`src/rtl/gpu_mem_pkg.sv`:
```
// Shared types and default widths for the data-memory controller.
package gpu_mem_pkg;

    localparam int unsigned DefaultAddrBits = 8;
    localparam int unsigned DefaultDataBits = 8;

    typedef enum logic [2:0] {
        StIdle          = 3'd0,
        StReadWaiting   = 3'd1,
        StWriteWaiting  = 3'd2,
        StReadRelaying  = 3'd3,
        StWriteRelaying = 3'd4
    } channel_state_t;

endpackage

```
`src/rtl/mem_channel.sv`:
```
// One memory channel: owns a granted consumer request from acceptance until the
// consumer drops its valid after seeing ready.
module mem_channel
    import gpu_mem_pkg::*;
#(
    parameter int unsigned ADDR_BITS = DefaultAddrBits,
    parameter int unsigned DATA_BITS = DefaultDataBits,
    parameter int unsigned IDX_W     = 2
) (
    input  logic                 clk,
    input  logic                 reset_n,
    input  logic                 grant_i,
    input  logic                 grant_write_i,
    input  logic [IDX_W-1:0]     grant_idx_i,
    input  logic [ADDR_BITS-1:0] grant_addr_i,
    input  logic [DATA_BITS-1:0] grant_data_i,
    input  logic                 cons_read_valid_i,
    input  logic                 cons_write_valid_i,
    input  logic                 mem_read_ready_i,
    input  logic [DATA_BITS-1:0] mem_read_data_i,
    input  logic                 mem_write_ready_i,
    output logic                 idle_o,
    output logic                 release_o,
    output logic [IDX_W-1:0]     idx_o,
    output logic                 read_ready_o,
    output logic [DATA_BITS-1:0] read_data_o,
    output logic                 write_ready_o,
    output logic                 mem_read_valid_o,
    output logic [ADDR_BITS-1:0] mem_read_address_o,
    output logic                 mem_write_valid_o,
    output logic [ADDR_BITS-1:0] mem_write_address_o,
    output logic [DATA_BITS-1:0] mem_write_data_o
);

    channel_state_t       state_q, state_d;
    logic [IDX_W-1:0]     idx_q, idx_d;
    logic [ADDR_BITS-1:0] addr_q, addr_d;
    // Holds write data while writing, then the returned read data while relaying.
    logic [DATA_BITS-1:0] data_q, data_d;

    always_ff @(posedge clk or negedge reset_n) begin
        if (!reset_n) begin
            state_q <= StIdle;
            idx_q   <= '0;
            addr_q  <= '0;
            data_q  <= '0;
        end else begin
            state_q <= state_d;
            idx_q   <= idx_d;
            addr_q  <= addr_d;
            data_q  <= data_d;
        end
    end

    always_comb begin
        state_d   = state_q;
        idx_d     = idx_q;
        addr_d    = addr_q;
        data_d    = data_q;
        release_o = 1'b0;
        case (state_q)
            StIdle: begin
                if (grant_i) begin
                    state_d = grant_write_i ? StWriteWaiting : StReadWaiting;
                    idx_d   = grant_idx_i;
                    addr_d  = grant_addr_i;
                    data_d  = grant_write_i ? grant_data_i : '0;
                end
            end
            StReadWaiting: begin
                if (mem_read_ready_i) begin
                    data_d  = mem_read_data_i;
                    state_d = StReadRelaying;
                end
            end
            StWriteWaiting: begin
                if (mem_write_ready_i) begin
                    state_d = StWriteRelaying;
                end
            end
            StReadRelaying: begin
                if (!cons_read_valid_i) begin
                    state_d   = StIdle;
                    release_o = 1'b1;
                end
            end
            StWriteRelaying: begin
                if (!cons_write_valid_i) begin
                    state_d   = StIdle;
                    release_o = 1'b1;
                end
            end
            default: state_d = StIdle;
        endcase
    end

    always_comb begin
        idle_o              = (state_q == StIdle);
        idx_o               = idx_q;
        read_ready_o        = (state_q == StReadRelaying);
        read_data_o         = read_ready_o ? data_q : '0;
        write_ready_o       = (state_q == StWriteRelaying);
        mem_read_valid_o    = (state_q == StReadWaiting);
        mem_read_address_o  = mem_read_valid_o ? addr_q : '0;
        mem_write_valid_o   = (state_q == StWriteWaiting);
        mem_write_address_o = mem_write_valid_o ? addr_q : '0;
        mem_write_data_o    = mem_write_valid_o ? data_q : '0;
    end

endmodule

```
`src/rtl/mem_controller.sv`:
```
// Round-robin multiplexer of per-thread load/store requests onto memory channels.
// Holds the claim mask and rr pointer; each channel runs its own FSM.
module mem_controller
    import gpu_mem_pkg::*;
#(
    parameter int unsigned ADDR_BITS     = DefaultAddrBits,
    parameter int unsigned DATA_BITS     = DefaultDataBits,
    parameter int unsigned NUM_CONSUMERS = 4,
    parameter int unsigned NUM_CHANNELS  = 1,
    parameter bit          WRITE_ENABLE  = 1'b1
) (
    input  logic                                     clk,
    input  logic                                     reset_n,
    input  logic [NUM_CONSUMERS-1:0]                 consumer_read_valid,
    input  logic [NUM_CONSUMERS-1:0][ADDR_BITS-1:0]  consumer_read_address,
    output logic [NUM_CONSUMERS-1:0]                 consumer_read_ready,
    output logic [NUM_CONSUMERS-1:0][DATA_BITS-1:0]  consumer_read_data,
    input  logic [NUM_CONSUMERS-1:0]                 consumer_write_valid,
    input  logic [NUM_CONSUMERS-1:0][ADDR_BITS-1:0]  consumer_write_address,
    input  logic [NUM_CONSUMERS-1:0][DATA_BITS-1:0]  consumer_write_data,
    output logic [NUM_CONSUMERS-1:0]                 consumer_write_ready,
    output logic [NUM_CHANNELS-1:0]                  mem_read_valid,
    output logic [NUM_CHANNELS-1:0][ADDR_BITS-1:0]   mem_read_address,
    input  logic [NUM_CHANNELS-1:0]                  mem_read_ready,
    input  logic [NUM_CHANNELS-1:0][DATA_BITS-1:0]   mem_read_data,
    output logic [NUM_CHANNELS-1:0]                  mem_write_valid,
    output logic [NUM_CHANNELS-1:0][ADDR_BITS-1:0]   mem_write_address,
    output logic [NUM_CHANNELS-1:0][DATA_BITS-1:0]   mem_write_data,
    input  logic [NUM_CHANNELS-1:0]                  mem_write_ready
);

    localparam int unsigned IdxW = (NUM_CONSUMERS > 1) ? $clog2(NUM_CONSUMERS) : 1;

    logic [NUM_CONSUMERS-1:0] claim_q, claim_d, rd_req, wr_req, release_mask;
    logic [IdxW-1:0]          rr_q, rr_d;

    logic [NUM_CHANNELS-1:0]                 grant, grant_write, ch_idle, ch_release;
    logic [NUM_CHANNELS-1:0][IdxW-1:0]       grant_idx, ch_idx;
    logic [NUM_CHANNELS-1:0][ADDR_BITS-1:0]  grant_addr, ch_mwaddr;
    logic [NUM_CHANNELS-1:0][DATA_BITS-1:0]  grant_data, ch_rdata, ch_mwdata;
    logic [NUM_CHANNELS-1:0]                 ch_rd_v, ch_wr_v, ch_rd_rdy, ch_wr_rdy, ch_mwv;

    assign rd_req = consumer_read_valid;
    assign wr_req = WRITE_ENABLE ? consumer_write_valid : '0;

    always_ff @(posedge clk or negedge reset_n) begin
        if (!reset_n) begin
            claim_q <= '0;
            rr_q    <= '0;
        end else begin
            claim_q <= claim_d;
            rr_q    <= rr_d;
        end
    end

    always_comb begin
        release_mask = '0;
        for (int unsigned c = 0; c < NUM_CHANNELS; c++) begin
            if (ch_release[c]) begin
                release_mask[ch_idx[c]] = 1'b1;
            end
        end
    end

    // Channels arbitrate in index order; claim and pointer ripple between them.
    always_comb begin
        int unsigned start;
        int unsigned j;
        start       = 0;
        j           = 0;
        claim_d     = claim_q;
        rr_d        = rr_q;
        grant       = '0;
        grant_write = '0;
        grant_idx   = '0;
        grant_addr  = '0;
        grant_data  = '0;
        for (int unsigned c = 0; c < NUM_CHANNELS; c++) begin
            start = 32'(rr_d);
            if (ch_idle[c]) begin
                for (int unsigned k = 0; k < NUM_CONSUMERS; k++) begin
                    j = start + k;
                    if (j >= NUM_CONSUMERS) begin
                        j = j - NUM_CONSUMERS;
                    end
                    if (!grant[c] && (rd_req[j] || wr_req[j]) && !claim_d[j]) begin
                        grant[c]       = 1'b1;
                        grant_write[c] = !rd_req[j];
                        grant_idx[c]   = IdxW'(j);
                        grant_addr[c]  = rd_req[j] ? consumer_read_address[j]
                                                   : consumer_write_address[j];
                        grant_data[c]  = consumer_write_data[j];
                        claim_d[j]     = 1'b1;
                        rr_d           = (j == NUM_CONSUMERS - 1) ? '0 : IdxW'(j + 1);
                    end
                end
            end
        end
        claim_d = claim_d & ~release_mask;
    end

    for (genvar c = 0; c < NUM_CHANNELS; c++) begin : g_ch
        assign ch_rd_v[c] = consumer_read_valid[ch_idx[c]];
        assign ch_wr_v[c] = consumer_write_valid[ch_idx[c]];

        mem_channel #(
            .ADDR_BITS (ADDR_BITS),
            .DATA_BITS (DATA_BITS),
            .IDX_W     (IdxW)
        ) u_channel (
            .clk                 (clk),
            .reset_n             (reset_n),
            .grant_i             (grant[c]),
            .grant_write_i       (grant_write[c]),
            .grant_idx_i         (grant_idx[c]),
            .grant_addr_i        (grant_addr[c]),
            .grant_data_i        (grant_data[c]),
            .cons_read_valid_i   (ch_rd_v[c]),
            .cons_write_valid_i  (ch_wr_v[c]),
            .mem_read_ready_i    (mem_read_ready[c]),
            .mem_read_data_i     (mem_read_data[c]),
            .mem_write_ready_i   (mem_write_ready[c]),
            .idle_o              (ch_idle[c]),
            .release_o           (ch_release[c]),
            .idx_o               (ch_idx[c]),
            .read_ready_o        (ch_rd_rdy[c]),
            .read_data_o         (ch_rdata[c]),
            .write_ready_o       (ch_wr_rdy[c]),
            .mem_read_valid_o    (mem_read_valid[c]),
            .mem_read_address_o  (mem_read_address[c]),
            .mem_write_valid_o   (ch_mwv[c]),
            .mem_write_address_o (ch_mwaddr[c]),
            .mem_write_data_o    (ch_mwdata[c])
        );

        assign mem_write_valid[c]   = WRITE_ENABLE ? ch_mwv[c] : 1'b0;
        assign mem_write_address[c] = WRITE_ENABLE ? ch_mwaddr[c] : '0;
        assign mem_write_data[c]    = WRITE_ENABLE ? ch_mwdata[c] : '0;
    end

    always_comb begin
        consumer_read_ready  = '0;
        consumer_read_data   = '0;
        consumer_write_ready = '0;
        for (int unsigned c = 0; c < NUM_CHANNELS; c++) begin
            if (ch_rd_rdy[c]) begin
                consumer_read_ready[ch_idx[c]] = 1'b1;
                consumer_read_data[ch_idx[c]]  = ch_rdata[c];
            end
            if (ch_wr_rdy[c] && WRITE_ENABLE) begin
                consumer_write_ready[ch_idx[c]] = 1'b1;
            end
        end
    end

endmodule
```
`config.mk`:
```
export PLATFORM = sky130hd
export DESIGN_NAME = mem_controller
export DESIGN_NICKNAME = d
export VERILOG_FILES = /design/src/rtl/gpu_mem_pkg.sv /design/src/rtl/mem_channel.sv /design/src/rtl/mem_controller.sv
export SDC_FILE = /design/constraint.sdc
export NUM_CORES = 1
export LEC_CHECK = 0
export BUFFER_PORTS_ARGS = -buffer_cell sky130_fd_sc_hd__buf_4
export CAP_MARGIN = 20
export CORE_AREA = 2 2 128 130
export CTS_BUF_LIST = sky130_fd_sc_hd__clkbuf_16
export DETAILED_ROUTE_END_ITERATION = 7
export DIE_AREA = 0 0 130 132
export MAX_ROUTING_LAYER = met4
export SLEW_MARGIN = 10
export SYNTH_ARGS = -nofsm -noshare
export SYNTH_HDL_FRONTEND = slang
export SYNTH_SLANG_ARGS = --single-unit
```
`constraint.sdc`:
```
create_clock -name clk -period 5.6 [get_ports clk]
set_clock_uncertainty 0.2 [all_clocks]
set_input_delay 0.56 -clock clk [delete_from_list [all_inputs] [get_ports clk]]
set_output_delay 0.56 -clock clk [all_outputs]
set_load 0.005 [all_outputs]
```
Word-level counts from Yosys, hierarchy flattened
Cells that the tools add are included.

word-level totals
  output and inout bits = 66
  register bits after elaboration = 27
  bits of input ports = 116

cells by class
  bitwise gates (word level) = 7
  $add $sub $neg = 11
  equal/unequal tests = 13
  muxes and demuxes = 139
  reduce and logical (&&, ||, !) cells = 34
  $lt $le $gt $ge = 14

operators by type and width
  cell                                                                           number
  32-bit two-way mux                                                             9
  8-bit two-way mux                                                              32
  8-bit binary-select mux with 2-bit select                                      12
  32-bit by 2-bit equality test with 1-bit output, second input constant         4
  32-bit by 1-bit >= comparator with 1-bit output, second input constant         4
  32-bit by 3-bit less-than comparator with 1-bit output, second input constant  4
  4-bit two-way mux                                                              11
  1-bit two-way mux                                                              34
  32-bit bitwise AND                                                             1
  1-bit binary-select mux with 2-bit select                                      14
  2-bit two-way mux                                                              13
  8-bit demux with 2-bit select                                                  1
  4-bit OR                                                                       4
  8-bit one-hot mux with 2 select lines                                          1
  3-bit two-way mux                                                              5
  3-bit one-hot mux with 5 select lines                                          1
  1-bit logical AND                                                              12
  3-bit by 3-bit subtractor with 4-bit output, second input constant             3
  1-bit logical NOT                                                              11
  1-bit demux with 2-bit select                                                  5
  3-bit >= comparator, second input constant                                     3
  2-bit by 1-bit adder with 2-bit output, second input constant                  4
  2-bit by 2-bit adder with 3-bit output, second input constant                  2
  3-bit by 2-bit equality test with 1-bit output, second input constant          2
  other kinds (19)                                                               26

Depth between registers and ports, before layout
  depth in word-level cells = 31
  gate-level depth with buffers = 15

By module
Synthesis repeated with hierarchy kept, for this count alone.

second synthesis, totals
  cells, all modules = 514
  area total of the unflattened synthesis = 5,651.7 um^2

modules (own cells, without submodules)
  module          instances  area each (um^2)  seq. area each (um^2)  cells an instance
  mem_controller  1          4,421.7           150.1                  400
  mem_channel     1          1,229.9           525.5                  114

Worst setup path before layout
No wires, ideal clock.

  path type = register -> register
  start point = register rr_q[0]
  end point = register g_ch[0].u_channel.data_q[3]
  period minus slack after synthesis = 3,946 ps
  library setup time = 126 ps
  arrival = 3,620 ps
  path slack = 1,654 ps
  cell stages (with the launch flop) = 11
  path through = dfrtp_1 > buf_6 > buf_2 > clkinv_1 > ha_1 > buf_1 > buf_1 > mux4_2 > a22o_1 > a221o_1 > a221o_1

between the ends
  word-level cells in the longest chain between the ends = 31
  elaborated cells between the ends (all ways) = 119
  those cells by class = 7 x add/sub; 10 x order compare; 1 x eq/ne; 72 x mux; 3 x bitwise; 26 x reduce/logical

RTL lines
  element                                                                                                                                                 RTL line                                    RTL
  start, declared                                                                                                                                         mem_controller.sv:35                        logic [IdxW-1:0] rr_q, rr_d;
  start signal, assigned                                                                                                                                  mem_controller.sv:52                        rr_q <= rr_d;
  2-bit by 3-bit subtractor with 4-bit output / 2-bit by 3-bit >= comparator with 1-bit output (equally long branches)                                    mem_controller.sv:84, mem_controller.sv:83
  32-bit two-way mux                                                                                                                                      mem_controller.sv:83                        if (j >= NUM_CONSUMERS) begin
  32-bit two-way mux                                                                                                                                      mem_controller.sv:80                        if (ch_idle[c]) begin
  32-bit by 1-bit >= comparator with 1-bit output (not written as such) / 32-bit by 3-bit less-than comparator with 1-bit output (equally long branches)  mem_controller.sv:93                        claim_d[j] = 1'b1;
  1-bit logical AND (not written as such)                                                                                                                 mem_controller.sv:93
  1-bit two-way mux (not written as such)                                                                                                                 mem_controller.sv:93
  1-bit demux with 2-bit select                                                                                                                           mem_controller.sv:93
  4-bit OR (no line)                                                                                                                                      -
  [... 15 more ...]                                                                                                                                       -
  1-bit two-way mux (not written as such)                                                                                                                 mem_controller.sv:86                        if (!grant[c] && (rd_req[j] || wr_req[j]) && !claim_d[j]) begin
  1-bit logical NOT                                                                                                                                       mem_controller.sv:86
  1-bit logical AND                                                                                                                                       mem_controller.sv:86
  1-bit two-way mux                                                                                                                                       mem_controller.sv:86
  1-bit two-way mux                                                                                                                                       mem_controller.sv:80
  8-bit two-way mux                                                                                                                                       mem_channel.sv:67                           data_d = grant_write_i ? grant_data_i : '0;
  8-bit two-way mux                                                                                                                                       mem_channel.sv:63                           if (grant_i) begin
  8-bit one-hot mux with 2 select lines                                                                                                                   mem_channel.sv:61                           case (state_q)
  end signal, assigned                                                                                                                                    mem_channel.sv:51                           data_q <= data_d;
  end, declared                                                                                                                                           mem_channel.sv:39                           logic [DATA_BITS-1:0] data_q, data_d;

Parallel ways exist; a longest one is shown, timed or not. The select of a mux whose other input is x is not followed.
A chain may end at the register's enable or synchronous reset.

Final worst setup path
  start point = register rr_q[0]
  end point = register g_ch[0].u_channel.data_q[5]

Same word-level chain as after synthesis.

==> summary by stage <==
Placed design
Buffers placed on the I/O ports in this run total 181. Routability-driven placement finished with a final weighted congestion of 0.878. The post-placement worst setup slack is 0.954 ns. The detailed placer's ending HPWL is 13400 um.

Die
The standard cell core area is 15700 sq um. The horizontal die dimension is 130 um. The die extent in y is 132 um.

The cell row count is 46. The initial core utilization is approximately a third. The floorplan step defined a die boundary enclosing ~17000 sq um. The number of I/O pins is 182.

Pwr
In this run the power density over the cells is 568 nW/um^2. The maximum vdd ir drop is 269 uV. For this design the static power due to leakage is 2.85 nW.

Clock network
The clock sink total is 27. TritonCTS built the clock tree. The quantity of hold-fixing buffers added after cts is 0.

The tree is rooted in a clkbuf_16. The number of CTS-inserted buffers is 3. The longest clock path from root to sink contains 2 buffers.

The clock-pin slew reported for the worst setup and hold paths after clock tree synthesis is 0.07 ns. The H-tree depth reported by CTS is 1. The number of post-CTS setup repair buffers is 0. The clock latency reported for the late side of the worst-skew pair is 0.26 ns. The post-cts sizing count is 0.

Worst hold path
The class of the worst hold path is in -> async.

Layout
Measured on the finished design, the core utilization comes to 44.6%. Summing all multi-input logic gate instances after layout gives around 4500 sq um. The antenna diode count is 0. Fill cells in the final layout number 1518. The final net count is around 730. Compared with the post-synthesis result, the final layout area differs by 29.0%. In the final layout, flip-flops and latches occupy around 680 sq um. The proportion of layout cells with a drive suffix above 1 is 54.4%.

Logic synthesis
After synthesis, the cell types taking the most area are mux4_2 45%, dfrtp_1 12%, and2_1 6.6%. The number of register bits inferred by synthesis is 27. The count of flip-flops with a built-in enable after synthesis is 0. By count the netlist is led by 108 x mux4_2, 57 x and2_1, 27 x dfrtp_1. The commonest register cell after synthesis is dfrtp_1.

A synthesized cell averages 11.8 sq um. Yosys printed 0 warnings. The cell type with the highest aggregate area in the netlist is mux4_2. The net count after synthesis is 581. The post-synthesis instance area is 5440 sq um. The async set-reset flop share out of synthesis is 100%. The sequential share of the synthesized area is 12.4%. The top cell type by area accounts for 44.7% of the synthesized area. The most common cell in the synthesized netlist is mux4_2.

Counting distinct cell types in the post-synthesis netlist gives 57. Synthesis produced 461 cells.

Critical path
The worst register-to-register path begins at rr_q[0]. The slowest cell on the critical path is o21ba_1. STA puts the critical path data required time at 5.55 ns. In this run the critical register-to-register path is captured at g_ch[0].u_channel.data_q[5].

The biggest fanout along the worst timing path is 43. For the worst flop-to-flop path, the logic depth is 10. The classification of the worst setup path is reg -> reg.

The critical path startpoint category is a flop. Traced cell by cell, the critical path runs through buf_4 > mux4_2 > o21ba_1 > a21oi_2 > a211oi_1 > a211oi_4 > o211a_1 > buf_4 > a221o_1 > a221o_1. The delay of the slowest critical-path stage is 0.74 ns. The setup check on the worst reg-to-reg path leaves a slack of a little over 0.9 ns. The arrival time reported for the critical path endpoint is 4.62 ns.

STA classifies the critical path endpoint as a flop.

Global route
The via count of the first global-routing pass is a little over 5000. The first global-routing pass estimated about 28000 um of wire. The number of antenna violations at the first check in global routing came to 0.

Global routing used about 21% of the available tracks across all layers. The maximum number of pins on one net before global-route repair is 76. In the global route stage, met3 resource usage came out at 1.95%. The met2 capacity usage during global routing is between 30% and 40%. The met1 layer usage reported by global route is 28.6%. After global routing, the most crowded layer is met2. The final global-route overflow total is 0.

Timing
Timing would allow up to 214 MHz. Dividing the final minimum period by the clock period gives 83.4%. The worst pin sits at a relative slew slack of 33.1%.

The count of pins over their slew limit came to 0. Setup violations remaining at the end of the flow were counted as 0. The smallest clock period supported by the final layout is computed as roughly 4.7 ns. Setup repair after global routing left no endpoint under its margin. The sum of negative setup slack is 0 ns. At the pin with the least slew margin, the transition time is ~1.0 ns.

The worst hold slack is 0.00716 ns. The final number of hold-violating endpoints is 0. The final critical-path setup slack is 0.932 ns.

Run status
The flow ran to the end, and the final reports show no timing, DRC or antenna violations.

Drt
The total vias in the final route is 5142. The detailed router finished its first iteration with ~330 violations. The first-pass detailed-route iteration total is 6.

The remaining antenna violation count is 0. For this run, design rule violations remaining after detail routing come to 0. The total routed wirelength is 17400 um.

The routed length per instance is 21.1 um. The via density per instance is about 6.2.

Job
The max-capacitance violation count is 0.
-- cell type report --
type                       count  area share [%]
tap                          216            3.85
timing repair buffer         192            20.6
inverter                       5           0.268
clock inverter                 1          0.0535
clock buffer                   3            1.07
multi-input combinational    380            64.4
sequential                    27            9.71
-- worst max path at each step --
stage	cells after the start	endpoint	from	slack (ns)
2_1_floorplan	10	g_ch[0].u_channel.data_q[3]	rr_q[0]	1.65
3_3_place_gp	10	g_ch[0].u_channel.data_q[2]	rr_q[0]	1.02
3_5_place_dp	10	g_ch[0].u_channel.data_q[5]	rr_q[0]	0.95
4_1_cts	10	g_ch[0].u_channel.data_q[5]	rr_q[0]	0.92
5_1_grt	10	g_ch[0].u_channel.data_q[4]	rr_q[0]	0.59
6_report	10	g_ch[0].u_channel.data_q[5]	rr_q[0]	0.93
-- cells in the final DEF (no fill, tap or decap), drive strengths merged, types with 6 or more instances in the layout --
cell / instances
buf: 192
mux4: 108
and2: 57
dfrtp: 27
mux2i: 26
a22o: 17
nor2: 17
a211oi: 17
a221o: 16
a21oi: 13
o22ai: 12
nand2: 10
and3: 9
a211o: 9
mux2: 8
nor3: 6
-- per-layer routing --
layer | vias to the layer above | part of all wire (%)
met3 | 23 | 7.5
met2 | 291 | 48
met5 | - | 0
met4 | 0 | 1.7
met1 | 2565 | 42
li1 | 2263 | -
-- worst max-delay path: cells and delay by family, from the launching register on --
kind	cells	cell delay (ns)
compound gates	7	2.47
buf+inv	2	0.84
flops	1	0.41
mux	1	0.62
-- cell families after synthesis --
kind of cell	share of synthesized area, %
flip-flops	12.4
XOR/XNOR	0.161
buffers and inverters	4.74
AO/OA/AOI/OAI	17.6
AND/OR/NAND/NOR	13.0
adder cells (fa/ha/maj)	0.921
multiplexers	51.2
-- sequential cells by signal, indices dropped and copies added (netlist names) --
signal / flops
g_ch.u_channel.addr_q: 8
g_ch.u_channel.state_q: 3
claim_q: 4
rr_q: 2
g_ch.u_channel.idx_o: 2
g_ch.u_channel.data_q: 8
-- stage by stage --
| stage | total power, W | instance area [sq um] | std cells |
|---|---|---|---|
| 2_1_floorplan | 0.00307 | 5440 | 461 |
| 3_3_place_gp | 0.00377 | 6930 | 820 |
| 3_5_place_dp | 0.00382 | 6930 | 820 |
| 4_1_cts | 0.00400 | 7010 | 824 |
| 5_1_grt | 0.00430 | 7010 | 824 |
| 6_report | 0.00398 | 7010 | 824 |
-- where the power goes --
group          internal [W]  switching, W
registers          0.000284      0.000139
clock network     0.0000959     0.0000705
logic               0.00169       0.00170
total               0.00207       0.00191
Note: power is estimated with default switching activity, not from simulation.
